==> src/rtl/cpu_pkg.sv <==
// Shared CPU definitions: instruction field layout, opcodes, widths and the
// decode helper that classifies an opcode's register usage.
package cpu_pkg;

    localparam int NREGS   = 16;
    localparam int XLEN    = 32;
    localparam int REG_W   = 4;
    localparam int OP_W    = 4;
    localparam int IMM_W   = 16;

    localparam int OP_LSB  = 28;
    localparam int RD_LSB  = 24;
    localparam int RS1_LSB = 20;
    localparam int RS2_LSB = 16;
    localparam int IMM_LSB = 0;

    localparam logic [OP_W-1:0] OP_NOP    = 4'h0;
    localparam logic [OP_W-1:0] OP_ALU_RR = 4'h1;
    localparam logic [OP_W-1:0] OP_ALU_RI = 4'h2;
    localparam logic [OP_W-1:0] OP_LOAD   = 4'h3;
    localparam logic [OP_W-1:0] OP_STORE  = 4'h4;
    localparam logic [OP_W-1:0] OP_BRANCH = 4'h5;

    typedef enum logic [1:0] {
        IDLE  = 2'd0,
        DEC   = 2'd1,
        RD    = 2'd2,
        ISSUE = 2'd3
    } id_state_e;

    typedef struct packed {
        logic use_rs1;
        logic use_rs2;
        logic writes;
    } op_class_t;

    function automatic op_class_t op_class(input logic [OP_W-1:0] op);
        op_class_t c;
        c = '0;
        case (op)
            OP_ALU_RR: begin
                c.use_rs1 = 1'b1;
                c.use_rs2 = 1'b1;
                c.writes  = 1'b1;
            end
            OP_ALU_RI, OP_LOAD: begin
                c.use_rs1 = 1'b1;
                c.writes  = 1'b1;
            end
            OP_STORE, OP_BRANCH: begin
                c.use_rs1 = 1'b1;
                c.use_rs2 = 1'b1;
            end
            OP_NOP:  c = '0;
            default: c = '0;
        endcase
        return c;
    endfunction

endpackage

==> src/rtl/id_scoreboard.sv <==
// Pending-write scoreboard: one bit per architectural register, set at operand
// read, cleared by writeback or by flushing the instruction that set it.
module id_scoreboard
    import cpu_pkg::*;
(
    input  logic             clk,
    input  logic             reset,
    input  logic             set_en_i,
    input  logic [REG_W-1:0] set_idx_i,
    input  logic             clr_en_i,
    input  logic [REG_W-1:0] clr_idx_i,
    input  logic             flush_clr_en_i,
    input  logic [REG_W-1:0] flush_clr_idx_i,
    input  logic             use_rs1_i,
    input  logic [REG_W-1:0] rs1_i,
    input  logic             use_rs2_i,
    input  logic [REG_W-1:0] rs2_i,
    output logic             hazard_o
);

    logic [NREGS-1:0] sb_q;
    logic [NREGS-1:0] sb_d;

    genvar gi;
    generate
        for (gi = 0; gi < NREGS; gi++) begin : g_bit
            if (gi == 0) begin : g_zero
                // r0 is never written, so its bit can never be pending
                assign sb_d[gi] = 1'b0;
            end else begin : g_live
                logic set_hit;
                logic clr_hit;
                assign set_hit = set_en_i && (set_idx_i == REG_W'(gi));
                assign clr_hit = (clr_en_i && (clr_idx_i == REG_W'(gi))) ||
                                 (flush_clr_en_i && (flush_clr_idx_i == REG_W'(gi)));
                // set beats any same-cycle clear of the same register
                assign sb_d[gi] = set_hit | (sb_q[gi] & ~clr_hit);
            end
        end
    endgenerate

    always_ff @(posedge clk) begin
        if (reset) begin
            sb_q <= '0;
        end else begin
            sb_q <= sb_d;
        end
    end

    // Lookups use the registered bits only: a writeback is seen next cycle.
    assign hazard_o = (use_rs1_i && (rs1_i != '0) && sb_q[rs1_i]) ||
                      (use_rs2_i && (rs2_i != '0) && sb_q[rs2_i]);

endmodule

==> src/rtl/id_issue_stage.sv <==
// Decode/issue stage: accepts an instruction, waits out RAW hazards, reads the
// register file and hands a decoded bundle to execute.
module id_issue_stage
    import cpu_pkg::*;
(
    input  logic            clk,
    input  logic            reset,
    input  logic            if_valid,
    input  logic [XLEN-1:0] if_instr,
    input  logic [XLEN-1:0] if_pc,
    output logic            if_ready,
    output logic [4:0]      rf_raddr1,
    output logic [4:0]      rf_raddr2,
    output logic            rf_rd_en,
    input  logic [XLEN-1:0] rf_rdata1,
    input  logic [XLEN-1:0] rf_rdata2,
    input  logic            wb_valid,
    input  logic [3:0]      wb_rd,
    input  logic            flush,
    output logic            ex_valid,
    input  logic            ex_ready,
    output logic [3:0]      ex_op,
    output logic [3:0]      ex_rd,
    output logic            ex_we,
    output logic [XLEN-1:0] ex_a,
    output logic [XLEN-1:0] ex_b,
    output logic [XLEN-1:0] ex_imm,
    output logic [XLEN-1:0] ex_pc
);

    id_state_e       state_q, state_d;
    logic [XLEN-1:0] instr_q, instr_d;
    logic [XLEN-1:0] pc_q, pc_d;
    logic [3:0]      ex_op_q, ex_op_d;
    logic [3:0]      ex_rd_q, ex_rd_d;
    logic            ex_we_q, ex_we_d;
    logic [XLEN-1:0] ex_a_q, ex_a_d;
    logic [XLEN-1:0] ex_b_q, ex_b_d;
    logic [XLEN-1:0] ex_imm_q, ex_imm_d;
    logic [XLEN-1:0] ex_pc_q, ex_pc_d;

    logic [OP_W-1:0]  f_op;
    logic [REG_W-1:0] f_rd, f_rs1, f_rs2;
    logic [IMM_W-1:0] f_imm;
    op_class_t        f_cls;
    logic             f_writes;

    logic hazard;
    logic sb_set;
    logic sb_fclr;
    logic if_ready_c;
    logic rf_rd_en_c;

    assign f_op     = instr_q[OP_LSB +: OP_W];
    assign f_rd     = instr_q[RD_LSB +: REG_W];
    assign f_rs1    = instr_q[RS1_LSB +: REG_W];
    assign f_rs2    = instr_q[RS2_LSB +: REG_W];
    assign f_imm    = instr_q[IMM_LSB +: IMM_W];
    assign f_cls    = op_class(f_op);
    assign f_writes = f_cls.writes && (f_rd != '0);

    id_scoreboard u_sb (
        .clk             (clk),
        .reset           (reset),
        .set_en_i        (sb_set),
        .set_idx_i       (f_rd),
        .clr_en_i        (wb_valid),
        .clr_idx_i       (wb_rd),
        .flush_clr_en_i  (sb_fclr),
        .flush_clr_idx_i (f_rd),
        .use_rs1_i       (f_cls.use_rs1),
        .rs1_i           (f_rs1),
        .use_rs2_i       (f_cls.use_rs2),
        .rs2_i           (f_rs2),
        .hazard_o        (hazard)
    );

    always_comb begin
        state_d    = state_q;
        instr_d    = instr_q;
        pc_d       = pc_q;
        ex_op_d    = ex_op_q;
        ex_rd_d    = ex_rd_q;
        ex_we_d    = ex_we_q;
        ex_a_d     = ex_a_q;
        ex_b_d     = ex_b_q;
        ex_imm_d   = ex_imm_q;
        ex_pc_d    = ex_pc_q;
        if_ready_c = 1'b0;
        rf_rd_en_c = 1'b0;
        sb_set     = 1'b0;
        sb_fclr    = 1'b0;

        case (state_q)
            IDLE: begin
                if_ready_c = 1'b1;
                if (if_valid) begin
                    instr_d = if_instr;
                    pc_d    = if_pc;
                    state_d = DEC;
                end
            end
            DEC: begin
                if (flush) begin
                    state_d = IDLE;
                end else if (!hazard) begin
                    rf_rd_en_c = 1'b1;
                    state_d    = RD;
                end
            end
            RD: begin
                if (flush) begin
                    state_d = IDLE;
                end else begin
                    ex_op_d  = f_op;
                    ex_rd_d  = f_rd;
                    ex_we_d  = f_writes;
                    ex_a_d   = (f_cls.use_rs1 && (f_rs1 != '0)) ? rf_rdata1 : '0;
                    ex_b_d   = (f_cls.use_rs2 && (f_rs2 != '0)) ? rf_rdata2 : '0;
                    ex_imm_d = {{(XLEN-IMM_W){f_imm[IMM_W-1]}}, f_imm};
                    ex_pc_d  = pc_q;
                    sb_set   = f_writes;
                    state_d  = ISSUE;
                end
            end
            ISSUE: begin
                if (flush) begin
                    // undo the pending-write mark this instruction placed in RD
                    sb_fclr = ex_we_q;
                    state_d = IDLE;
                end else if (ex_ready) begin
                    if_ready_c = 1'b1;
                    if (if_valid) begin
                        instr_d = if_instr;
                        pc_d    = if_pc;
                        state_d = DEC;
                    end else begin
                        state_d = IDLE;
                    end
                end
            end
            default: state_d = IDLE;
        endcase
    end

    always_ff @(posedge clk) begin
        if (reset) begin
            state_q  <= IDLE;
            instr_q  <= '0;
            pc_q     <= '0;
            ex_op_q  <= '0;
            ex_rd_q  <= '0;
            ex_we_q  <= 1'b0;
            ex_a_q   <= '0;
            ex_b_q   <= '0;
            ex_imm_q <= '0;
            ex_pc_q  <= '0;
        end else begin
            state_q  <= state_d;
            instr_q  <= instr_d;
            pc_q     <= pc_d;
            ex_op_q  <= ex_op_d;
            ex_rd_q  <= ex_rd_d;
            ex_we_q  <= ex_we_d;
            ex_a_q   <= ex_a_d;
            ex_b_q   <= ex_b_d;
            ex_imm_q <= ex_imm_d;
            ex_pc_q  <= ex_pc_d;
        end
    end

    // Handshake and read-port outputs are held quiet while reset is asserted.
    assign if_ready  = if_ready_c & ~reset;
    assign rf_rd_en  = rf_rd_en_c & ~reset;
    assign rf_raddr1 = reset ? 5'd0 : {1'b0, f_rs1};
    assign rf_raddr2 = reset ? 5'd0 : {1'b0, f_rs2};
    assign ex_valid  = (state_q == ISSUE) & ~reset;
    assign ex_op     = ex_op_q;
    assign ex_rd     = ex_rd_q;
    assign ex_we     = ex_we_q;
    assign ex_a      = ex_a_q;
    assign ex_b      = ex_b_q;
    assign ex_imm    = ex_imm_q;
    assign ex_pc     = ex_pc_q;

endmodule

==> config.mk <==
export PLATFORM = sky130hd
export DESIGN_NAME = id_issue_stage
export DESIGN_NICKNAME = d
export VERILOG_FILES = /design/src/rtl/cpu_pkg.sv /design/src/rtl/id_scoreboard.sv /design/src/rtl/id_issue_stage.sv
export SDC_FILE = /design/constraint.sdc
export NUM_CORES = 1
export LEC_CHECK = 0
export CAP_MARGIN = 15
export CORE_ASPECT_RATIO = 1.5
export CORE_UTILIZATION = 45
export CTS_CLUSTER_SIZE = 30
export DETAILED_ROUTE_END_ITERATION = 10
export MAX_ROUTING_LAYER = met4
export PLACE_DENSITY = 0.8
export SYNTH_ARGS = -nofsm -noshare
export SYNTH_HDL_FRONTEND = slang
export SYNTH_HIERARCHICAL = 1
export SYNTH_SLANG_ARGS = --single-unit
==> constraint.sdc <==
create_clock -name clk -period 2.5 [get_ports clk]
set_input_delay 0.75 -clock clk [delete_from_list [all_inputs] [get_ports clk]]
set_output_delay 0.75 -clock clk [all_outputs]
set_load 0.01 [all_outputs]
==> results of run 1 <==
==> per-stage QoR <==
| step | util | total power, mW | worst slack, ns |
|---|---|---|---|
| detailed placement | 0.638 | 4.36 | -0.521 |
| finish | 0.678 | 7.27 | -0.425 |
| floorplan | - | 3.90 | 0.0140 |
| global route | 0.678 | 7.53 | -0.519 |
| global placement | 0.638 | 4.35 | -0.510 |
| CTS | 0.677 | 7.33 | -0.487 |
==> critical path: stages (launching register included) <==
cell	delay, ns
dfxtp_4	0.37
buf_6	0.13
and2b_2	0.18
a221o_1	0.32
nand4b_1	0.11
nand4_1	0.16
nor4b_2	0.24
buf_2	0.16
==> logic make-up after synthesis <==
kind of cell,count (synthesis)
other cells,1
compound gates,228
fa+ha+maj,4
buf+inv,100
mux,12
flops,202
simple gates,461
==> registers in the layout, summed over array words and instances (netlist names) <==
register	count
ex_b	32
ex_a	32
state_q	2
ex_op	4
ex_we	1
ex_pc	32
u_sb/sb_q	15
ex_imm	16
pc_q	32
ex_rd	4
instr_q	32
==> power by group <==
| group | internal [mW] | switching (mW) | leakage [nW] | total, mW |
|---|---|---|---|---|
| Combinational | 0.436 | 0.475 | 2.39 | 0.911 |
| Sequential | 3.32 | 0.0718 | 1.64 | 3.39 |
| Clock | 1.74 | 1.23 | 0.321 | 2.97 |
| Total | 5.49 | 1.78 | 4.35 | 7.27 |
==> cell type report <==
type / instances / area (µm²)
fillers: 1481 / 5780
flip-flops and latches: 202 / 4060
multi-input cells: 707 / 3760
repair buffers: 349 / 3400
clock buffers: 29 / 584
well taps: 217 / 272
clock inverters: 6 / 72.6
inverters: 4 / 15.0
==> cell usage after synthesis, types with 2 or more instances <==
cell | n | area, µm²
or4_1 | 2 | 15.0
nor3_1 | 4 | 20.0
nand3b_1 | 67 | 503
buf_2 | 24 | 120
a21oi_1 | 159 | 796
mux4_2 | 3 | 67.6
nand4_1 | 33 | 206
inv_1 | 4 | 15.0
buf_4 | 18 | 135
and3b_1 | 6 | 52.6
and3_1 | 4 | 25.0
dfxtp_1 | 202 | 4040
a22oi_1 | 23 | 173
mux2_4 | 2 | 30.0
nand2_1 | 276 | 1040
buf_6 | 2 | 22.5
nand2b_1 | 3 | 18.8
ha_1 | 4 | 50.1
nor3b_1 | 4 | 30.0
nand3_1 | 19 | 95.1
nor2_1 | 20 | 75.1
o21ai_0 | 35 | 175
buf_1 | 3 | 11.3
clkbuf_1 | 49 | 184
nor2b_1 | 17 | 106
mux2i_1 | 7 | 70.1
==> layout by cell type, fill, tap and decap left out, types with 3 or more instances in the layout <==
master and n:
and3b_1 6, buf_12 5, buf_4 58, clkdlybuf4s50_1 271, nor2_1 20, nor2b_1 15
and3_1 4, a22oi_1 23, inv_1 4, nor3b_1 4, dfxtp_1 193, mux2i_1 7
ha_1 3, dlygate4sd2_1 6, nand3b_1 67, nand3_1 19, clkbuf_16 20, nand2_1 276
dlymetal6s2s_1 5, a21oi_1 159, dfxtp_2 7, nand4_1 33, clkbuf_8 5, clkbuf_1 4
mux4_2 3, nor3_1 4, o21ai_0 35
==> per-layer routing <==
layer  GRT usage  routed length, µm  vias up
li1            -                  -     3975
met1       0.288               9880     3779
met2       0.453              12100      285
met3      0.0518               1550       55
met4       0.107                813        0
met5           -                  0        -
==> final timing paths <==
| check | startpoint | to | slack [ns] | depth (start not counted) |
|---|---|---|---|---|
| min | instr_q[15] | ex_imm[15] | 0.44 | 2 |
| max | instr_q[16] | rf_rd_en | -0.43 | 7 |
| min reg2reg | instr_q[15] | ex_imm[15] | 0.44 | 2 |
| max reg2reg | instr_q[30] | state_q[0] | 0.24 | 10 |
==> repair_timing <==
item                       4_1_cts  5_1_grt
pin swaps                        3        4
setup endpoints to repair       26        6
resized for setup               31        5
hold buffers                     0        0
buffers inserted                 1        0
==> qor.yml, run 1 <==
cts_sinks: 202
netlist_instances: 1008
clk_path_buf_depth: 3
drive_above_1_share: 0.0956
final_cells: 1514
grt_max_degree: 72
gp_congestion: 0.879
die-width_um: 112
h-tree-depth: 1
grt_overflow_total: 0
fin_crit_ns: 2.93
postSynthAreaPerCell_um2: 8.17
synth_ff_type: "dfxtp_1"
finalNetCount: 1426
power_density_nw_per_um2: 598
crit_fanout: 5
syn_to_final_growth_pct: 47.8
ir_drop_uv: 513
report.final.slew_viol_count: 0
synth-compound-area-share: 0.152
core_um2: 17900
async_flop_share: 0
worstMarginPinSlew_ns: 1.01
hold_ws_ns: 0.442
fp-row-count: 60
cap_violations: 0
ioPinCount: 288
synthDistinctLibCells: 44
setup_viol: 1
synth-xor-area-share: 0
slew_headroom: 0.323
fin_crit_sh: 1.17
ys_seq_area_frac: 0.491
die_area_um2: 18900
wl_per_cell_um: 16.1
tns_ns: -0.425
crit_arrival_ns: 2.18
drtIter0Drc: 555
synth_top_family_by_area: "simple AND/OR/NAND/NOR gates"
insertion_delay_ns: 0.50
finalHoldViolCount: 0
floorplan.initialDensity: 0.459
critPathRequiredTime_ns: 1.75
totalWireLength_mm: 24.4
synth_adder_area_share: 0.00608
place_hpwl_mm: 16.4
failed_checks: "negative setup slack"
remaining_drc_errors: 0
drtPass1Iterations: 5
vias_per_cell: 5.35
path_clk_slew_ns: 0.06
dp.cells: 1478
critPathKind: "register to output port"
num_vias: 8094
setup_slack_ns: -0.425
antenna_found_initial: 0
synthMuxAreaShare: 0.0204
outcome: "finished with violations"
yosys_register_bits: 202
rsz0062_at_grt: "yes"
n_antenna_cell: 0
detail-route-antenna-nets: 0
cts_tree: "done"
crit_path_end_kind: "output port"
root_buffer: "clkbuf_16"
yosys.area_share.simple: 0.271
start_kind: "register"
port_buffers: 285
grt_pass1_wl_mm: 38.7
numCtsBuffers: 20
yosysWarnings: 6
synth-edff-count: 0
power_leakage_nw: 4.35
fmax_mhz: 342
track_usage: 0.260
postLayoutCellArea_um2: 12200
die_h_um: 168
hp-class: "register to register"
netlist_area_um2: 8230
grt_pass1_vias: 7822
dpl_cell_area_um2: 11500
finClkSkew_ns: 0.0174
No activity file was read; power rests on OpenSTA's default activity.
==> run 2: changes to the inputs <==
--- a/config.mk
+++ b/config.mk
@@ -7,12 +7,11 @@
 export LEC_CHECK = 0
 export CAP_MARGIN = 15
 export CORE_ASPECT_RATIO = 1.5
-export CORE_UTILIZATION = 45
+export CORE_UTILIZATION = 40
 export CTS_CLUSTER_SIZE = 30
 export DETAILED_ROUTE_END_ITERATION = 10
 export MAX_ROUTING_LAYER = met4
-export PLACE_DENSITY = 0.8
+export PLACE_DENSITY = 0.73
 export SYNTH_ARGS = -nofsm -noshare
 export SYNTH_HDL_FRONTEND = slang
-export SYNTH_HIERARCHICAL = 1
 export SYNTH_SLANG_ARGS = --single-unit
==> qor.yml, run 2 <==
rsz0062_at_grt: "yes"
finalNetCount: 1371
totalWireLength_mm: 23.2
core_um2: 19100
fin_crit_sh: 1.15
power_mw: 7.12
yosys_register_bits: 202
ff2ff_setup_slack_ns: 0.34
place_hpwl_mm: 16.5
cts_tree: "done"
synthTopCellsByArea: "dfxtp_1, nand2_1, a21oi_1, a22oi_1, nor2_1"
drive_above_1_share: 0.122
power_leakage_nw: 4.34
crit_path_end_kind: "output port"
tns_ns: -0.379
finalHoldViolCount: 0
power_density_nw_per_um2: 594
setup_viol: 1
yosysWarnings: 0
switchingPower_mw: 1.66
start_kind: "register"
fin_util: 0.628
root_buffer: "clkbuf_16"
netlist_area_um2: 7780
hp-class: "register to register"
ioPinCount: 288
crit_arrival_ns: 2.13
path_clk_slew_ns: 0.06
netlist.area_leader.share: 0.520
report.final.slew_viol_count: 0
cap_violations: 0
worstMarginPinSlew_ns: 0.626
r2r_end: "state_q[0]"
detail-route-antenna-nets: 0
reg2reg_depth: 8
track_usage: 0.230
clk_path_buf_depth: 3
failed_checks: "negative setup slack"
postLayoutCellArea_um2: 12000
synth_commonest_cells: "nand2_1, dfxtp_1, a21oi_1, nor2_1, a22oi_1"
async_flop_share: 0
crit_fanout: 6
numCtsBuffers: 20
critPathRequiredTime_ns: 1.75
ir_drop_uv: 408
postCtsHoldBufs: 0
holdPathStages: 2
grt_pass1_vias: 7181
crit_buf_inv: 2
layout_commonest_cell: "clkdlybuf4s50_1"
p_int_mw: 5.46
yosysMostFrequentCell: "nand2_1"
die-width_um: 116
insertion_delay_ns: 0.50
antenna_found_initial: 1
grt_max_degree: 58
floorplan.initialDensity: 0.408
p_seq_frac: 0.472
finClkSkew_ns: 0.0178
vias_per_cell: 5.01
synth_ff_type: "dfxtp_1"
syn_to_final_growth_pct: 53.9
cts_sinks: 202
synth-edff-count: 0
remaining_drc_errors: 0
ys_seq_area_frac: 0.520
drtIter0Drc: 464
mostFrequentLayoutCells: "clkdlybuf4s50_1, nand2_1, dfxtp_1"
fmax_mhz: 347
swShare: 0.233
die_area_um2: 20000
gp_congestion: 0.914
dpl_cell_area_um2: 11200
synth_top_cell_by_area: "dfxtp_1"
grt_pass1_wl_mm: 35.9
critPathKind: "register to output port"
clockPowerShare: 0.418
die_h_um: 173
p_comb_frac: 0.110
fin_crit_ns: 2.88
postSynthAreaPerCell_um2: 8.32
port_buffers: 285
h-tree-depth: 1
cpLargestDelayFamily: "simple AND/OR/NAND/NOR gates"
slew_headroom: 0.583
worstHoldStart: "pc_q[20]"
fp-row-count: 62
whs_endpoint: "ex_pc[20]"
cp_slowest_cell: "or4_4"
cpPeakStageDelay_ns: 0.57
grt_overflow_total: 0
drtPass1Iterations: 5
synthDistinctLibCells: 42
netlist_instances: 935
setup_slack_ns: -0.379
hold_ws_ns: 0.440
r2r-start: "instr_q[21]"
worstPathCellList: "buf_6 > mux2_4 > o32ai_2 > or4_4 > o32ai_4 > nor3_1 > buf_2"
wl_per_cell_um: 15.5
num_vias: 7502
outcome: "finished with violations"
## run 2: cell types whose count changed after synthesis, sizes merged, moves of 31 or more
cell / delta
o21ai: -32
nand4: -32
nor2: +63
nand3b: -62
a21oi: -31
a22oi: +41
## run 2: power by group through the flow
stage	logic, mW	registers (mW)	clock network (mW)
4_1_cts	0.779	3.36	3.04
6_report	0.779	3.36	2.98
3_3_place_gp	0.756	3.43	0
3_5_place_dp	0.762	3.43	0
2_1_floorplan	0.329	3.41	0
5_1_grt	0.845	3.37	3.17
## run 2: kinds of logic after synthesis
group / after synthesis / share of synthesized area
AO/OA/AOI/OAI: 233 / 0.185
other: 1 / 0.000482
flip-flops: 202 / 0.520
adder cells (fa/ha/maj): 4 / 0.00643
buffers and inverters: 95 / 0.0595
multiplexers: 10 / 0.0203
AND/OR/NAND/NOR: 390 / 0.208
## run 2: cell type report
type	count	area (µm²)
multi-input combinational	639	3420
antenna	1	2.50
clock inverter	5	58.8
tap	256	320
timing repair buffer	362	3520
clock buffer	29	586
fill	1706	7110
sequential	202	4060
inverter	4	15.0
## run 2: repair_timing
action                     in CTS  in global routing
setup buffers                   5                  2
pin swaps                       5                  3
setup endpoints to repair      27                  3
gates resized for setup        44                  4
## run 2: worst min-delay path: cells and delay by family, from the launching register on
family / cells / cell delay [ns]
and+or+nand+nor: 1 / 0.05
DFF: 1 / 0.31
AOI/OAI and AO/OA: 1 / 0.05
## run 2: worst max-delay path by stage
stage                     start       end  cells after the start  slack [ns]
floorplan           instr_q[21]  rf_rd_en                      6        0.09
global placement    instr_q[16]  rf_rd_en                      5       -0.47
detailed placement        flush  rf_rd_en                      5       -0.49
CTS                 instr_q[16]  rf_rd_en                      5       -0.38
global route        instr_q[16]  rf_rd_en                      5       -0.48
finish              instr_q[21]  rf_rd_en                      7       -0.38
## run 2: layer usage
metal	wire length (µm)	vias to the layer above	global-route usage
met1	8780	3486	0.244
met4	847	0	0.0967
li1	-	3733	-
met2	12200	237	0.416
met5	0	-	-
met3	1360	46	0.0347
## run 2: per-stage QoR
| stage | cells | setup slack [ns] |
|---|---|---|
| 2_1_floorplan | 936 | 0.0854 |
| 3_3_place_gp | 1456 | -0.465 |
| 3_5_place_dp | 1456 | -0.487 |
| 4_1_cts | 1495 | -0.381 |
| 5_1_grt | 1498 | -0.481 |
| 6_report | 1498 | -0.379 |
